--- config.mk ---
export PLATFORM = sky130hd
export DESIGN_NAME = sr_cmd_seq_flat
export DESIGN_NICKNAME = d
export VERILOG_FILES = /design/src/rtl/sr_cmd_seq_pkg.sv /design/src/rtl/sr_cmd_seq_if.sv /design/src/rtl/sr_pulse_timer.sv /design/src/rtl/sr_cmd_seq.sv /design/src/flat_wrapper.sv
export SDC_FILE = /design/constraint.sdc
export NUM_CORES = 1
export LEC_CHECK = 0
export ABC_AREA = 1
export BUFFER_PORTS_ARGS = -buffer_cell sky130_fd_sc_hd__buf_2
export CORE_MARGIN = 3
export CORE_UTILIZATION = 55
export CTS_BUF_LIST = sky130_fd_sc_hd__clkbuf_4
export CTS_CLUSTER_DIAMETER = 50
export DETAILED_ROUTE_END_ITERATION = 10
export GPL_ROUTABILITY_DRIVEN = 1
export GPL_TIMING_DRIVEN = 0
export PLACE_DENSITY = 0.81
export SETUP_SLACK_MARGIN = 0.1
export SKIP_CTS_REPAIR_TIMING = 1
export SLEW_MARGIN = 20
export SYNTH_ARGS = -nofsm -noshare
export SYNTH_HDL_FRONTEND = slang
export SYNTH_SLANG_ARGS = --single-unit
--- constraint.sdc ---
create_clock -name clk -period 1.5 [get_ports clk]
set_input_delay 0.075 -clock clk [delete_from_list [all_inputs] [get_ports clk]]
set_output_delay 0.075 -clock clk [all_outputs]
set_load 0.01 [all_outputs]
--- src/rtl/sr_cmd_seq_pkg.sv ---
// Shared op-code and state encodings for the sr_cmd_seq command sequencer
// and anything else that talks to an srff bank driver.
package sr_cmd_seq_pkg;

  typedef enum logic [1:0] {
    OP_NOP = 2'b00,
    OP_CLR = 2'b01,
    OP_SET = 2'b10,
    OP_TGL = 2'b11
  } op_e;

  typedef enum logic [1:0] {
    ST_INIT   = 2'b00,
    ST_IDLE   = 2'b01,
    ST_DRIVE  = 2'b10,
    ST_SETTLE = 2'b11
  } state_e;

endpackage

--- src/rtl/sr_cmd_seq_if.sv ---
// Command handshake between an upstream issuer and sr_cmd_seq, plus the
// retire/reject status pulses returned to the issuer.
interface sr_cmd_seq_if #(
  parameter int unsigned IDXW = 2
) ();

  logic            cmd_valid;
  logic            cmd_ready;
  logic [1:0]      cmd_op;
  logic [IDXW-1:0] cmd_idx;
  logic            done;
  logic            err;

  modport master (
    output cmd_valid, cmd_op, cmd_idx,
    input  cmd_ready, done, err
  );

  modport slave (
    input  cmd_valid, cmd_op, cmd_idx,
    output cmd_ready, done, err
  );

endinterface

--- src/rtl/sr_pulse_timer.sv ---
// Loadable down-counter that parks at zero; times the INIT, DRIVE and
// SETTLE phases of sr_cmd_seq.
module sr_pulse_timer #(
  parameter int unsigned   TW      = 1,
  parameter logic [TW-1:0] RST_VAL = '0
) (
  input  logic          clk,
  input  logic          rst,
  input  logic          load,
  input  logic [TW-1:0] load_val,
  output logic          zero_c
);

  logic [TW-1:0] cnt_q;

  always_ff @(posedge clk or posedge rst) begin
    if (rst) begin
      cnt_q <= RST_VAL;
    end else if (load) begin
      cnt_q <= load_val;
    end else if (cnt_q != '0) begin
      cnt_q <= cnt_q - TW'(1);
    end
  end

  assign zero_c = (cnt_q == '0);

endmodule

--- src/rtl/sr_cmd_seq.sv ---
// Command sequencer for a bank of srff cells: turns set/clear/toggle commands
// into registered, HOLD-wide s/r pulses. Define SR_CMD_TOGGLE_EN to enable op 11.
module sr_cmd_seq
  import sr_cmd_seq_pkg::*;
#(
  parameter int unsigned WIDTH  = 4,
  parameter int unsigned IDXW   = 2,
  parameter int unsigned HOLD   = 1,
  parameter int unsigned SETTLE = 1
) (
  input  logic             clk,
  input  logic             rst,
  sr_cmd_seq_if.slave      bus,
  output logic [WIDTH-1:0] s,
  output logic [WIDTH-1:0] r,
  output logic [WIDTH-1:0] shadow
);

  localparam int unsigned TMAX = (HOLD > SETTLE) ? HOLD : SETTLE;
  localparam int unsigned TW   = (TMAX > 1) ? $clog2(TMAX) : 1;
  localparam int unsigned NIDX = 1 << IDXW;
  // One bit per encodable index, set where the index names a real cell.
  localparam logic [NIDX-1:0] IDX_OK = NIDX'((64'(1) << WIDTH) - 64'(1));

  state_e           state_q, state_d;
  logic [WIDTH-1:0] s_d, r_d, shadow_d;
  logic             done_q, done_d, err_q, err_d;
  logic             tmr_load, tmr_zero;
  logic [TW-1:0]    tmr_val;
  logic [WIDTH-1:0] onehot;
  logic             idx_ok, accept;
  op_e              op;

  sr_pulse_timer #(
    .TW      (TW),
    .RST_VAL (TW'(HOLD - 1))
  ) u_timer (
    .clk      (clk),
    .rst      (rst),
    .load     (tmr_load),
    .load_val (tmr_val),
    .zero_c   (tmr_zero)
  );

  assign bus.cmd_ready = (state_q == ST_IDLE);
  assign bus.done      = done_q;
  assign bus.err       = err_q;

  // State and output registers
  always_ff @(posedge clk or posedge rst) begin
    if (rst) begin
      state_q <= ST_INIT;
      s       <= '0;
      r       <= '0;
      shadow  <= '0;
      done_q  <= 1'b0;
      err_q   <= 1'b0;
    end else begin
      state_q <= state_d;
      s       <= s_d;
      r       <= r_d;
      shadow  <= shadow_d;
      done_q  <= done_d;
      err_q   <= err_d;
    end
  end

  // Next-state, command decode and pulse shaping
  always_comb begin
    state_d  = state_q;
    s_d      = s;
    r_d      = r;
    shadow_d = shadow;
    done_d   = 1'b0;
    err_d    = 1'b0;
    tmr_load = 1'b0;
    tmr_val  = TW'(HOLD - 1);
    op       = op_e'(bus.cmd_op);
    onehot   = WIDTH'(1) << bus.cmd_idx;
    idx_ok   = IDX_OK[bus.cmd_idx];
    accept   = bus.cmd_valid && (state_q == ST_IDLE);

    case (state_q)
      ST_INIT: begin
        // r is still zero only in the first cycle after reset release.
        if (r == '0) begin
          r_d      = '1;
          tmr_load = 1'b1;
        end else if (tmr_zero) begin
          r_d     = '0;
          state_d = ST_IDLE;
        end
      end

      ST_IDLE: begin
        if (accept) begin
          if (op == OP_NOP) begin
            done_d = 1'b1;
          end else if (!idx_ok) begin
            err_d = 1'b1;
          end else begin
            case (op)
              OP_SET: begin
                s_d      = onehot;
                shadow_d = shadow | onehot;
              end
              OP_CLR: begin
                r_d      = onehot;
                shadow_d = shadow & ~onehot;
              end
              default: begin
`ifdef SR_CMD_TOGGLE_EN
                if ((shadow & onehot) != '0) r_d = onehot;
                else                         s_d = onehot;
                shadow_d = shadow ^ onehot;
`else
                err_d = 1'b1;
`endif
              end
            endcase
            if ((s_d | r_d) != '0) begin
              state_d  = ST_DRIVE;
              tmr_load = 1'b1;
            end
          end
        end
      end

      ST_DRIVE: begin
        if (tmr_zero) begin
          s_d = '0;
          r_d = '0;
          if (SETTLE > 0) begin
            state_d  = ST_SETTLE;
            tmr_load = 1'b1;
            tmr_val  = TW'((SETTLE > 0) ? SETTLE - 1 : 0);
          end else begin
            state_d = ST_IDLE;
            done_d  = 1'b1;
          end
        end
      end

      ST_SETTLE: begin
        if (tmr_zero) begin
          state_d = ST_IDLE;
          done_d  = 1'b1;
        end
      end

      default: state_d = ST_INIT;
    endcase
  end

endmodule
--- src/flat_wrapper.sv ---
// flat-port wrapper written by rule: the top's interface ports become plain ports
module sr_cmd_seq_flat import sr_cmd_seq_pkg::*;
#(
  parameter int unsigned WIDTH  = 4,
  parameter int unsigned IDXW   = 2,
  parameter int unsigned HOLD   = 1,
  parameter int unsigned SETTLE = 1
)
  (clk, rst, s, r, shadow, bus_cmd_valid, bus_cmd_op, bus_cmd_idx, bus_cmd_ready, bus_done, bus_err);
  sr_cmd_seq_if #(.IDXW(IDXW)) bus_i ();
  input  logic clk;
  input  logic rst;
  output logic [WIDTH-1:0] s;
  output logic [WIDTH-1:0] r;
  output logic [WIDTH-1:0] shadow;
  input wire logic [$bits(bus_i.cmd_valid)-1:0] bus_cmd_valid;
  input wire logic [$bits(bus_i.cmd_op)-1:0] bus_cmd_op;
  input wire logic [$bits(bus_i.cmd_idx)-1:0] bus_cmd_idx;
  output wire logic [$bits(bus_i.cmd_ready)-1:0] bus_cmd_ready;
  output wire logic [$bits(bus_i.done)-1:0] bus_done;
  output wire logic [$bits(bus_i.err)-1:0] bus_err;
  assign bus_i.cmd_valid = bus_cmd_valid;
  assign bus_i.cmd_op = bus_cmd_op;
  assign bus_i.cmd_idx = bus_cmd_idx;
  assign bus_cmd_ready = bus_i.cmd_ready;
  assign bus_done = bus_i.done;
  assign bus_err = bus_i.err;
  sr_cmd_seq #(.WIDTH(WIDTH), .IDXW(IDXW), .HOLD(HOLD), .SETTLE(SETTLE)) u_core (.clk(clk), .rst(rst), .bus(bus_i), .s(s), .r(r), .shadow(shadow));
endmodule
==> results by group <==
Place
  • Routability cong.: 0.824
  • I/O Buffers: 21
  • Hpwl dp: 1.53 mm
  • Placement Cell Area: 1130 um^2

Floorplanning
  • DIE WIDTH: 48.4 um
  • Core area: 1590 um^2
  • # rows: 14
  • DIE HEIGHT: 48.4 um
  • Starting Density: 0.622
  • Ports: 22
  • Die area: 2350 um^2

Clock tree
  • Clock buffer count from CTS: 3
  • Clk Latency, worst-skew pair: 290 ps
  • CTS Sinks: 16
  • TritonCTS clock tree: yes
  • Clock transition at the registers of the reported paths: 100 ps
  • CTS root buf: clkbuf_4
  • Clk buf depth: 2
  • H-tree Lvls: 1

Timing
  • Final setup vio count: 0
  • Slew HR: 0.593
  • RSZ-0062 raised after global routing: true
  • Max Clk Rate: 733 MHz
  • Slew @ Worst Pin: 610 ps
  • Min Tclk post-route: 1360 ps
  • Final Max Slew Viols: 0
  • Clock skew: 6.75 ps
  • Period utilization: 0.909
  • Setup_tns: 0 ps
  • Final hold viol count: 0

Synth
  • Mapped Cells: 129
  • Mux cell area share after synthesis: 0
  • Synth Area in Compound Gates: 0.126
  • Register area share after synthesis: 0.404
  • XOR/XNOR Fraction of Synth Area: 0
  • Synth cell types: 20
  • Post-synth EDFFs: 0
  • Count leader, synth: nand2_1
  • Syn nets: 146
  • Post-Synth Adder-Cell Area: 0.126
  • Simple-Gate Fraction of Synth Area: 0.241
  • Leading area contributor after synthesis: dfrtp_1
  • Synthesized area: 991 um^2
  • Ys Warns: 0
  • Register bit total from synthesis: 16
  • Largest family of logic cells by synthesized area: simple AND/OR/NAND/NOR gates
  • Async set-reset flop share out of synthesis: 1.00
  • Synth top area cells: dfrtp_1 (40%), ha_1 (13%), nand2_1 (13%)
  • Share of the synthesized area in the top cell type: 0.404
  • Post-Syn Area per Cell: 7.68 um^2
  • Top post-synthesis cells by count: nand2_1 (33), inv_1 (25), dfrtp_1 (16)
  • Top_reg_cell synth: dfrtp_1

Power and ir drop
  • P per Cell Area: 2040 nW/um^2
  • Maximum vdd drop: 1.27 mV
  • Leak pwr: 0.683 nW

Finish
  • Layout cells sized above 1: 0.318
  • Net count, final: 176
  • Ant. Diodes: 0
  • Final instance area: 1240 um^2
  • Area growth syn-to-layout: 25.6%

Worst setup path
  • Worst setup SP type: flop
  • CP arrival: 1530 ps
  • Setup CP Type: reg -> reg
  • Worst path cell trace: inv_1 > ha_4 > a21boi_4 > buf_4 > o22ai_1
  • CP max stage delay: 440 ps
  • Worst path slowest cell: dfrtp_2
  • Crit path max fanout: 6
  • Crit path required time: 1670 ps
  • Nature of the critical path endpoint: flop

Routing
  • DRC: 0
  • DR vias/cell: 5.03
  • Iter 0 DRT Violations: 25
  • Drt pass-1 iters: 6
  • Routed WL: 2.19 mm
  • Wire length per cell: 12.1 um
  • Routed via count: 911
  • Post-DRT Antenna Nets: 0

Global routing
  • Initial antenna violation count: 0
  • Largest net degree at the start of global routing: 17
  • Vias in the first global route: 819
  • Total grt overflow: 0
  • First-pass GRT wire length: 3.44 mm
  • GRT Util Overall: 0.187

Min path
  • Min-Delay Path Class: in -> reg

Run status
  • Status: complete, no violations

Run
  • Max-cap violations: 0
==> cells in the final DEF (no fill, tap or decap), types with 4 or more instances in the layout <==
master / synthesis / layout
a22oi_1: 4 / 4
dfrtp_1: 16 / 14
nand3_1: 6 / 5
nand2_2: 4 / 6
o22ai_1: 4 / 4
inv_2: 2 / 4
ha_1: 10 / 8
nand2_1: 33 / 31
nor2_1: 10 / 7
inv_1: 25 / 22
buf_2: 0 / 21
==> final timing paths <==
path,start,end,slack (ps),cells after the start
worst max register to register,u_core.state_q[0],u_core.s[3],140,5
min in group asynchronous,rst,asynchronous set/reset pin,390,3
max in group asynchronous,rst,u_core.state_q[0],670,3
worst min-delay path,bus_cmd_valid,u_core.bus.err,70,3
worst max-delay path,u_core.state_q[0],u_core.s[3],140,5
worst min register to register,flop,flop,500,2
==> power breakdown <==
| part | switching (mW) | leakage [nW] | internal [mW] | total (mW) |
|---|---|---|---|---|
| clock | 0.134 | 0.0138 | 0.0932 | 0.227 |
| combinational | 0.878 | 0.474 | 0.666 | 1.54 |
| sequential | 0.131 | 0.195 | 0.639 | 0.770 |
==> area by class of cell <==
cell class	instances	area [um^2]
timing repair buffer	25	138
sequential	16	403
clock buffer	3	22.5
inverter	27	104
fill	116	349
tap	24	30.0
multi-input combinational	86	548
==> worst max-delay path: cells and delay by family, from the launching register on <==
family / cells / cell delay (ps)
AOI/OAI and AO/OA: 2 / 260
buffers and inverters: 2 / 260
DFF: 1 / 440
adders and majority gates: 1 / 300
==> through the flow <==
step | worst slack, ps | hold WS, ps | power, mW | utilization | cells
after detailed placement | -61.4 | 186 | 2.00 | 0.709 | 174
final | 136 | 72.5 | 2.54 | 0.781 | 181
after floorplan | 127 | -11.3 | 1.63 | - | 129
after global routing | 81.6 | 93.5 | 2.75 | 0.781 | 181
after global placement | 7.94 | 164 | 1.95 | 0.709 | 174
after CTS | -140 | -128 | 2.24 | 0.723 | 177
==> per-layer routing <==
layer | wire length (um) | vias to the layer above | global-route usage
met5 | 0 | - | 0
met2 | 1130 | 31 | 0.333
met3 | 90 | 3 | 0.0307
met1 | 960 | 414 | 0.213
li1 | - | 463 | -
met4 | 12 | 0 | 0.0995
==> cells by family (layout without fill, tap and decap cells) <==
logic type / after synthesis / count (layout)
AOI/OAI and AO/OA: 20 / 20
adders and majority gates: 10 / 10
buffers and inverters: 27 / 55
DFF: 16 / 16
and+or+nand+nor: 56 / 56
Note: power is estimated with default switching activity, not from simulation.
